$ cat src/rtl/gen_toggle_cover_collector.sv
// Toggle-coverage collector: sticky per-point hit bitmap, each first hit streamed once as a global index.
// Hit/count visible 1 cycle after the sampling edge, report 2 cycles; out_ready low holds the report and queues hits in pending.
module gen_toggle_cover_collector #(
   parameter int WIDTH       = 64,
   parameter int MODE        = 2,
   parameter int COVER_INDEX = 0,
   parameter int COVER_TOTAL = 8940,
   localparam int NPOINTS    = (MODE == 2) ? 2 * WIDTH : WIDTH,
   localparam int CW         = $clog2(NPOINTS + 1)
) (
   input  logic             clock,
   input  logic             reset,
   input  logic             enable,
   input  logic [WIDTH-1:0] valid,
   input  logic             clear,
   output logic             out_valid,
   output logic [31:0]      out_index,
   input  logic             out_ready,
   output logic [CW-1:0]    hit_count,
   output logic             all_covered
);

   logic [WIDTH-1:0]   prev_q, prev_d;
   logic               primed_q, primed_d;
   logic [NPOINTS-1:0] hit_q, hit_d;
   logic [NPOINTS-1:0] pending_q, pending_d;
   logic [CW-1:0]      cnt_q, cnt_d;
   logic               out_valid_q, out_valid_d;
   logic [31:0]        out_index_q, out_index_d;

   logic [NPOINTS-1:0] ev;
   logic [NPOINTS-1:0] new_hits;
   logic [NPOINTS-1:0] sel_mask;
   logic [31:0]        sel;
   logic               any_pending;
   logic               load;

   // Level mode needs no history; edge modes are gated until prev holds a real sample.
   if (MODE == 0) begin : g_level
      assign ev = valid;
   end else if (MODE == 1) begin : g_rise
      assign ev = {WIDTH{primed_q}} & valid & ~prev_q;
   end else begin : g_both
      assign ev = {{WIDTH{primed_q}} & prev_q & ~valid,
                   {WIDTH{primed_q}} & valid & ~prev_q};
   end

   if (COVER_INDEX + NPOINTS > COVER_TOTAL) begin : g_range_err
      $error("gen_toggle_cover_collector: COVER_INDEX + NPOINTS exceeds COVER_TOTAL");
   end

   always_comb begin
      sel         = '0;
      sel_mask    = '0;
      any_pending = 1'b0;
      for (int i = NPOINTS - 1; i >= 0; i--) begin
         if (pending_q[i]) begin
            sel         = 32'(i);
            any_pending = 1'b1;
         end
      end
      if (any_pending) sel_mask[sel] = 1'b1;
   end

   always_comb begin
      new_hits    = enable ? (ev & ~hit_q) : '0;
      load        = !out_valid_q || out_ready;

      prev_d      = enable ? valid : prev_q;
      primed_d    = primed_q || enable;
      hit_d       = hit_q | new_hits;
      cnt_d       = cnt_q + CW'($countones(new_hits));
      pending_d   = pending_q | new_hits;
      out_valid_d = out_valid_q;
      out_index_d = out_index_q;

      if (load) begin
         out_valid_d = any_pending;
         if (any_pending) begin
            out_index_d = 32'(COVER_INDEX) + sel;
            pending_d   = (pending_q & ~sel_mask) | new_hits;
         end
      end

      if (clear) begin
         primed_d    = 1'b0;
         hit_d       = '0;
         cnt_d       = '0;
         pending_d   = '0;
         out_valid_d = 1'b0;
         out_index_d = '0;
      end
   end

   always_ff @(posedge clock or negedge reset) begin
      if (!reset) begin
         prev_q      <= '0;
         primed_q    <= 1'b0;
         hit_q       <= '0;
         pending_q   <= '0;
         cnt_q       <= '0;
         out_valid_q <= 1'b0;
         out_index_q <= '0;
      end else begin
         prev_q      <= prev_d;
         primed_q    <= primed_d;
         hit_q       <= hit_d;
         pending_q   <= pending_d;
         cnt_q       <= cnt_d;
         out_valid_q <= out_valid_d;
         out_index_q <= out_index_d;
      end
   end

   assign out_valid   = out_valid_q;
   assign out_index   = out_index_q;
   assign hit_count   = cnt_q;
   assign all_covered = (cnt_q == CW'(NPOINTS));

endmodule

$ cat config.mk
export PLATFORM = sky130hd
export DESIGN_NAME = gen_toggle_cover_collector
export DESIGN_NICKNAME = d
export VERILOG_FILES = /design/src/rtl/gen_toggle_cover_collector.sv
export SDC_FILE = /design/constraint.sdc
export NUM_CORES = 1
export LEC_CHECK = 0
export CAP_MARGIN = 20
export CORE_UTILIZATION = 45
export DETAILED_ROUTE_END_ITERATION = 8
export PLACE_DENSITY = 0.74
export SYNTH_ARGS = -nofsm -noshare
export SYNTH_HDL_FRONTEND = slang
export SYNTH_SLANG_ARGS = --single-unit
export TNS_END_PERCENT = 100
$ cat constraint.sdc
create_clock -name clock -period 7.5 [get_ports clock]
set_input_delay 2.25 -clock clock [delete_from_list [all_inputs] [get_ports clock]]
set_output_delay 2.25 -clock clock [all_outputs]
set_load 0.01 [all_outputs]
# Yosys cells after proc, flatten, opt, wreduce, memory -nomap -nowiden
# Index checks and enable logic that the tools add are counted.
[totals]
ff_bits = 362
in_bits = 69
word_cells = 429
[classes]
n_addsub = 128
n_lt_le_gt_ge = 2
eq_ne = 1
muxes = 271
n_bitwise = 13
n_reduce_logical = 7
[op_table]
columns = ["op", "count"]
rows = [
  ["$mux 32", 129],
  ["$mux 128", 6],
  ["$or 128x128->128", 3],
  ["$and 128x128->128", 2],
  ["$and 64x64->64", 4],
  ["$not 128->128", 2],
  ["$mux 1", 132],
  ["$add 1x1->2", 64],
  ["$not 64->64", 2],
  ["$add 2x2->3", 32],
  ["$add 3x3->4", 16],
  ["$add 4x4->5", 8],
  ["$ge 32x1->1 const B", 1],
  ["$lt 32x8->1 const B", 1],
  ["$add 5x5->6", 4],
  ["$add 6x6->7", 2],
  ["$mux 7", 2],
  ["$add 7x7->8", 1],
  ["$add 8x8->8", 1],
  ["$eq 8x8->1 const B", 1],
  ["$mux 8", 1],
  ["$demux 1 s7", 1],
  ["$reduce_bool 2->1", 2],
  ["$logic_or 1x1->1", 2],
  ["3 further kinds", 3],
]

# Logic depth before layout (Yosys ltp)
[depth]
ltp_word = 139
depth_mapped = 32

# Worst setup path before layout
# OpenSTA, ideal clock, no wires.
[synth_timing]
kind = "in2reg"
startpoint = "input enable"
endpoint = "register cnt_q[6] (netlist: hit_count[6])"
setup_ns = 0.132
arrival_time_ns = 9.988
setup_slack_ns = -2.620
stages = 27
path_buffers = 2
cell_sequence = "nand2_1 clkbuf_1 clkbuf_1 nor4b_1 fa_1 inv_1 fa_1 fa_1 fa_1 inv_1 fa_1 inv_1 fa_1 fa_1 fa_1 fa_1 fa_1 fa_1 fa_1 nor2b_1 o21ai_0 nand2b_1 nand2_1 nand2_1 a21oi_1 xor2_1 nor2_1"
[synth_between]
elab_chain_len = 10
word_cells_on_any_way = 130
classes_between = "128 x add/sub; 2 x mux"
[synth_lines]
columns = ["item", "line", "text"]
rows = [
  ["start, declared", "13", "input logic enable,"],
  ["$mux 128 (*)", "66", "new_hits = enable ? (ev & ~hit_q) : '0;"],
  ["$add 1x1->2 (not written as such)", "72", "cnt_d = cnt_q + CW'($countones(new_hits));"],
  ["$add 2x2->3 (not written as such)", "72", ""],
  ["$add 3x3->4 (not written as such)", "72", ""],
  ["$add 4x4->5 (not written as such)", "72", ""],
  ["$add 5x5->6 (not written as such)", "72", ""],
  ["$add 6x6->7 (not written as such)", "72", ""],
  ["$add 7x7->8 (not written as such) (*)", "72", ""],
  ["$add 8x8->8 (*)", "72", ""],
  ["$mux 8 (*)", "85", "if (clear) begin"],
  ["named net cnt_d[6]", "27", "logic [CW-1:0] cnt_q, cnt_d;"],
  ["end signal, assigned", "109", "cnt_q <= cnt_d;"],
  ["end, declared", "27", ""],
]
# The timed path passes the listed nets; every way through them passes the cells marked *.
# A chain may end at the register's enable or synchronous reset.

# Worst setup path after layout
# Ends and elaborated chain as after synthesis.

==> flow_metrics.env <==
export IMPL_dp_hpwl_um=49500
export IMPL_clkSlewWorstSetupHoldPaths_ps=60
export IMPL_setup_viol=8
export IMPL_drt_antenna_violating_nets=0
export IMPL_cap_viol_max_count=0
export IMPL_overflow=0
export IMPL_cp_arrival_ps=9760
export IMPL_yosys_area_share_simple_pct=19.4
export IMPL_min_path_type="reg2reg"
export IMPL_drive_gt1_share_pct=20.4
export IMPL_power_internal_w=0.00405
export IMPL_cts_hold_buf=0
export IMPL_dr_pass1_iters=8
export IMPL_n_antenna_cell=0
export IMPL_leakage_nw=11.1
export IMPL_cts_root_buffer="clkbuf_16"
export IMPL_timing_rr_end="hit_count[6]$_DFF_PN0_"
export IMPL_use_met2_pct=48.1
export IMPL_num_fill_cells=3772
export IMPL_cp_start_kind="input pin"
export IMPL_avgRoutedWirePerCell_um=23.1
export IMPL_crit_path_end_kind="flip-flop"
export IMPL_use_met1_pct=41.5
export IMPL_h_tree_depth=2
export IMPL_whs_ps=494
export IMPL_placed_cell_area_mm2=0.0225
export IMPL_synth_top_family_by_area="simple AND/OR/NAND/NOR gates"
export IMPL_required_ps=7950
export IMPL_cts_inserted_buffers=38
export IMPL_gp_congestion=1.00
export IMPL_reg2reg_setup_slack_ps=-580
export IMPL_dpl_cell_count=2811
export IMPL_switching_share_pct=37.6
export IMPL_critical_path_endpoint="hit_count[6]$_DFF_PN0_"
export IMPL_dr_total_vias=16900
export IMPL_routed_wl_um=67200
export IMPL_synth_flop_cell="dfrtp_1"
export IMPL_track_usage_pct=31.0
export IMPL_final_cell_area_mm2=0.0242
export IMPL_synth_warnings=0
export IMPL_grt_pass1_vias=17100
export IMPL_final_min_clock_period_ps=9310
export IMPL_tns_ps=-12090
export IMPL_fin_ws_ps=-1810
export IMPL_drt_iter0_markers=1876
export IMPL_fmax_ghz=0.107
export IMPL_crit_type="in2reg"
export IMPL_crit_path_max_fanout=5
export IMPL_seq_power_share_pct=31.3
export IMPL_reg2reg_depth=27
export IMPL_antenna_found_initial=0
export IMPL_die_y_um=210
export IMPL_async_flop_share_pct=100
export IMPL_drc_errors=0
export IMPL_port_buffers=85
export IMPL_pin_count=111
export IMPL_synth_compound_area_share_pct=12.2
export IMPL_crit_start="enable"
export IMPL_area_growth_pct=23.9
export IMPL_synth_area_leader_cell="dfrtp_1"
export IMPL_grt_setup_unrepaired="true"
export IMPL_synthTopCellsByArea="dfrtp_1, fa_1, nor2_1"
export IMPL_synth_top_cell_area_share_pct=43.1
export IMPL_p_comb_share_pct=38.9
export IMPL_worst_slew_pin_slew_ps=1200
export IMPL_ys_seq_elements=337
export IMPL_synth_distinct_cells=75
export IMPL_grt_max_degree=166
export IMPL_rows=76
export IMPL_peakVddDrop_uv=444
export IMPL_coreArea_mm2=0.0430
export IMPL_r2r_start="primed_q$_DFF_PN0_"
export IMPL_hold_violations=0
export IMPL_p_sw_w=0.00243
export IMPL_synthAdderAreaFrac_pct=14.3
export IMPL_start_util_pct=45.5
export IMPL_cts_tree="done"
export IMPL_ctsLongestPathBuffers=3
export IMPL_insertion_delay_ps=580
export IMPL_syn_avg_cell_area_um2=9.68
export IMPL_synthMuxAreaShare_pct=3.69
export IMPL_die_area_mm2=0.0443
export IMPL_finalNonFillerCells=2904
export IMPL_syn_inst=2020
export IMPL_die_width_um=210
export IMPL_seq_area_frac_synth_pct=43.1
export IMPL_period_share_pct=124
export IMPL_violations="negative setup slack"
export IMPL_use_met3_pct=7.11
export IMPL_synth_xor_area_share_pct=0.269
export IMPL_dp_slack_ps=-2510
export IMPL_grt_pass1_wl_um=103000
export IMPL_clock_sinks=337
export IMPL_synth_edf_count=0
export IMPL_slew_viol_final=0
export IMPL_clkPwrFrac_pct=29.8
export IMPL_clock_skew_ps=36.7
export IMPL_via_per_inst=5.81
export IMPL_fin_nets=2512
export IMPL_powerDensity_mw_per_mm2=267
export IMPL_netlist_area_mm2=0.0196
export IMPL_slew_headroom_pct=19.7
export IMPL_status="finished with violations"
export IMPL_busiest_layer="met2"
-- sequential cells by signal (all words and copies together), names as in the netlist --
| signal | cells |
|---|---|
| primed_q | 1 |
| out_index | 7 |
| hit_count | 8 |
| out_valid | 1 |
| hit_q | 128 |
| pending_q | 128 |
| prev_q | 64 |
-- worst min-delay path by stage --
stage | startpoint | end | slack, ps | cells past startpoint
after floorplan | hit_q[11]$_DFF_PN0_ | hit_q[11]$_DFF_PN0_ | 470 | 1
after global placement | hit_q[11]$_DFF_PN0_ | hit_q[11]$_DFF_PN0_ | 480 | 1
after detailed placement | hit_q[102]$_DFF_PN0_ | hit_q[102]$_DFF_PN0_ | 480 | 2
after CTS | hit_q[102]$_DFF_PN0_ | hit_q[102]$_DFF_PN0_ | 500 | 2
after global routing | hit_q[55]$_DFF_PN0_ | hit_q[55]$_DFF_PN0_ | 520 | 2
final | hit_q[102]$_DFF_PN0_ | hit_q[102]$_DFF_PN0_ | 490 | 2
-- kinds of logic after synthesis --
logic type	after synthesis
simple gates	737
mux	64
fa+ha+maj	153
xor+xnor	6
flops	337
buf+inv	332
compound gates	390
other cells	1
-- area by class of cell --
class	instances	area, um^2	share of cell area [%]
Clock inverter	16	176	0.728
Clock buffer	53	1090	4.49
Sequential cell	337	8430	34.8
Inverter	237	891	3.68
Multi-Input combinational cell	1375	10300	42.4
Tap cell	585	732	3.02
Timing Repair Buffer	301	2650	10.9
-- what timing repair did --
| item | CTS | global route |
|---|---|---|
| resized for setup | 56 | 37 |
| endpoints found under the setup margin | 8 | 8 |
| buffers inserted | 16 | 4 |
| pin swaps | 20 | 17 |
| gates cloned | 2 | 0 |
-- routing by layer --
metal  up-vias  part of all wire (%)
met5         -                     0
met4         0                   4.6
met2       798                    46
met1      8445                    42
li1       7435                     -
met3       180                   8.3
-- placed cells by master, fill, tap and decap left out, drive strengths merged, types with 5 or more instances in the layout --
cell type      synthesis  final
ha                    35     35
o21a                   7      7
o31ai                 11     11
a31oi                 79     79
nor4                  43     43
or2                    5      5
or4                   13     13
clkbuf                56     54
fa                   118    118
and2                  30     30
conb                   1     25
nor4b                 62     62
o41ai                  5      5
clkinv                 0     11
and3                  36     36
mux2                  64     64
a41oi                 19     19
dlymetal6s2s           0      9
a21oi                 73     73
nand2                 37     37
nor2                 376    376
nor2b                 14     14
a211oi                12     12
nand4                 11     11
buf                   39    218
o21ai                141    141
nand2b                10     10
nor3                  73     73
clkdlybuf4s50          0     57
dlygate4sd2            0     16
inv                  237    238
nand3                 15     15
o211ai                 6      6
dfrtp                337    337
-- through the flow --
stage | power, W | utilization [%]
floorplan | 0.00348 | -
global placement | 0.00429 | 52.4
detailed placement | 0.00433 | 52.4
CTS | 0.00636 | 56.0
global route | 0.00680 | 56.4
finish | 0.00648 | 56.4
-- power by group through the flow --
stage	clock network (W)	registers (W)	logic (W)
after floorplan	0	0.00203	0.00145
after global placement	0	0.00205	0.00224
after detailed placement	0	0.00205	0.00228
after CTS	0.00195	0.00202	0.00239
after global routing	0.00202	0.00204	0.00274
final	0.00193	0.00203	0.00252
-- cells in the mapped netlist, types with 35 or more instances --
cell	count
nor2_1	371
dfrtp_1	337
inv_1	237
o21ai_0	140
fa_1	118
a31oi_1	79
a21oi_1	73
nor3_1	66
mux2_2	64
nor4b_1	62
clkbuf_1	56
nor4_1	38
and3_1	36
ha_1	35
-- critical path, stage by stage --
cell and delay [ps]:
buf_12 90, and2_4 210, buf_12 160, buf_6 110, and3_4 180, inv_2 40, fa_2 580, fa_1 450
fa_1 570, fa_2 500, fa_1 550, inv_1 50, fa_1 480, inv_1 60, fa_2 560, fa_1 430
fa_1 530, fa_1 440, fa_2 390, fa_2 380, nor2b_2 140, o21ai_1 70, nand2b_1 110, nand2_1 70
nand2_1 80, a21oi_2 60, xor2_1 150, nor2_1 60
Note: power is estimated with default switching activity, not from simulation.
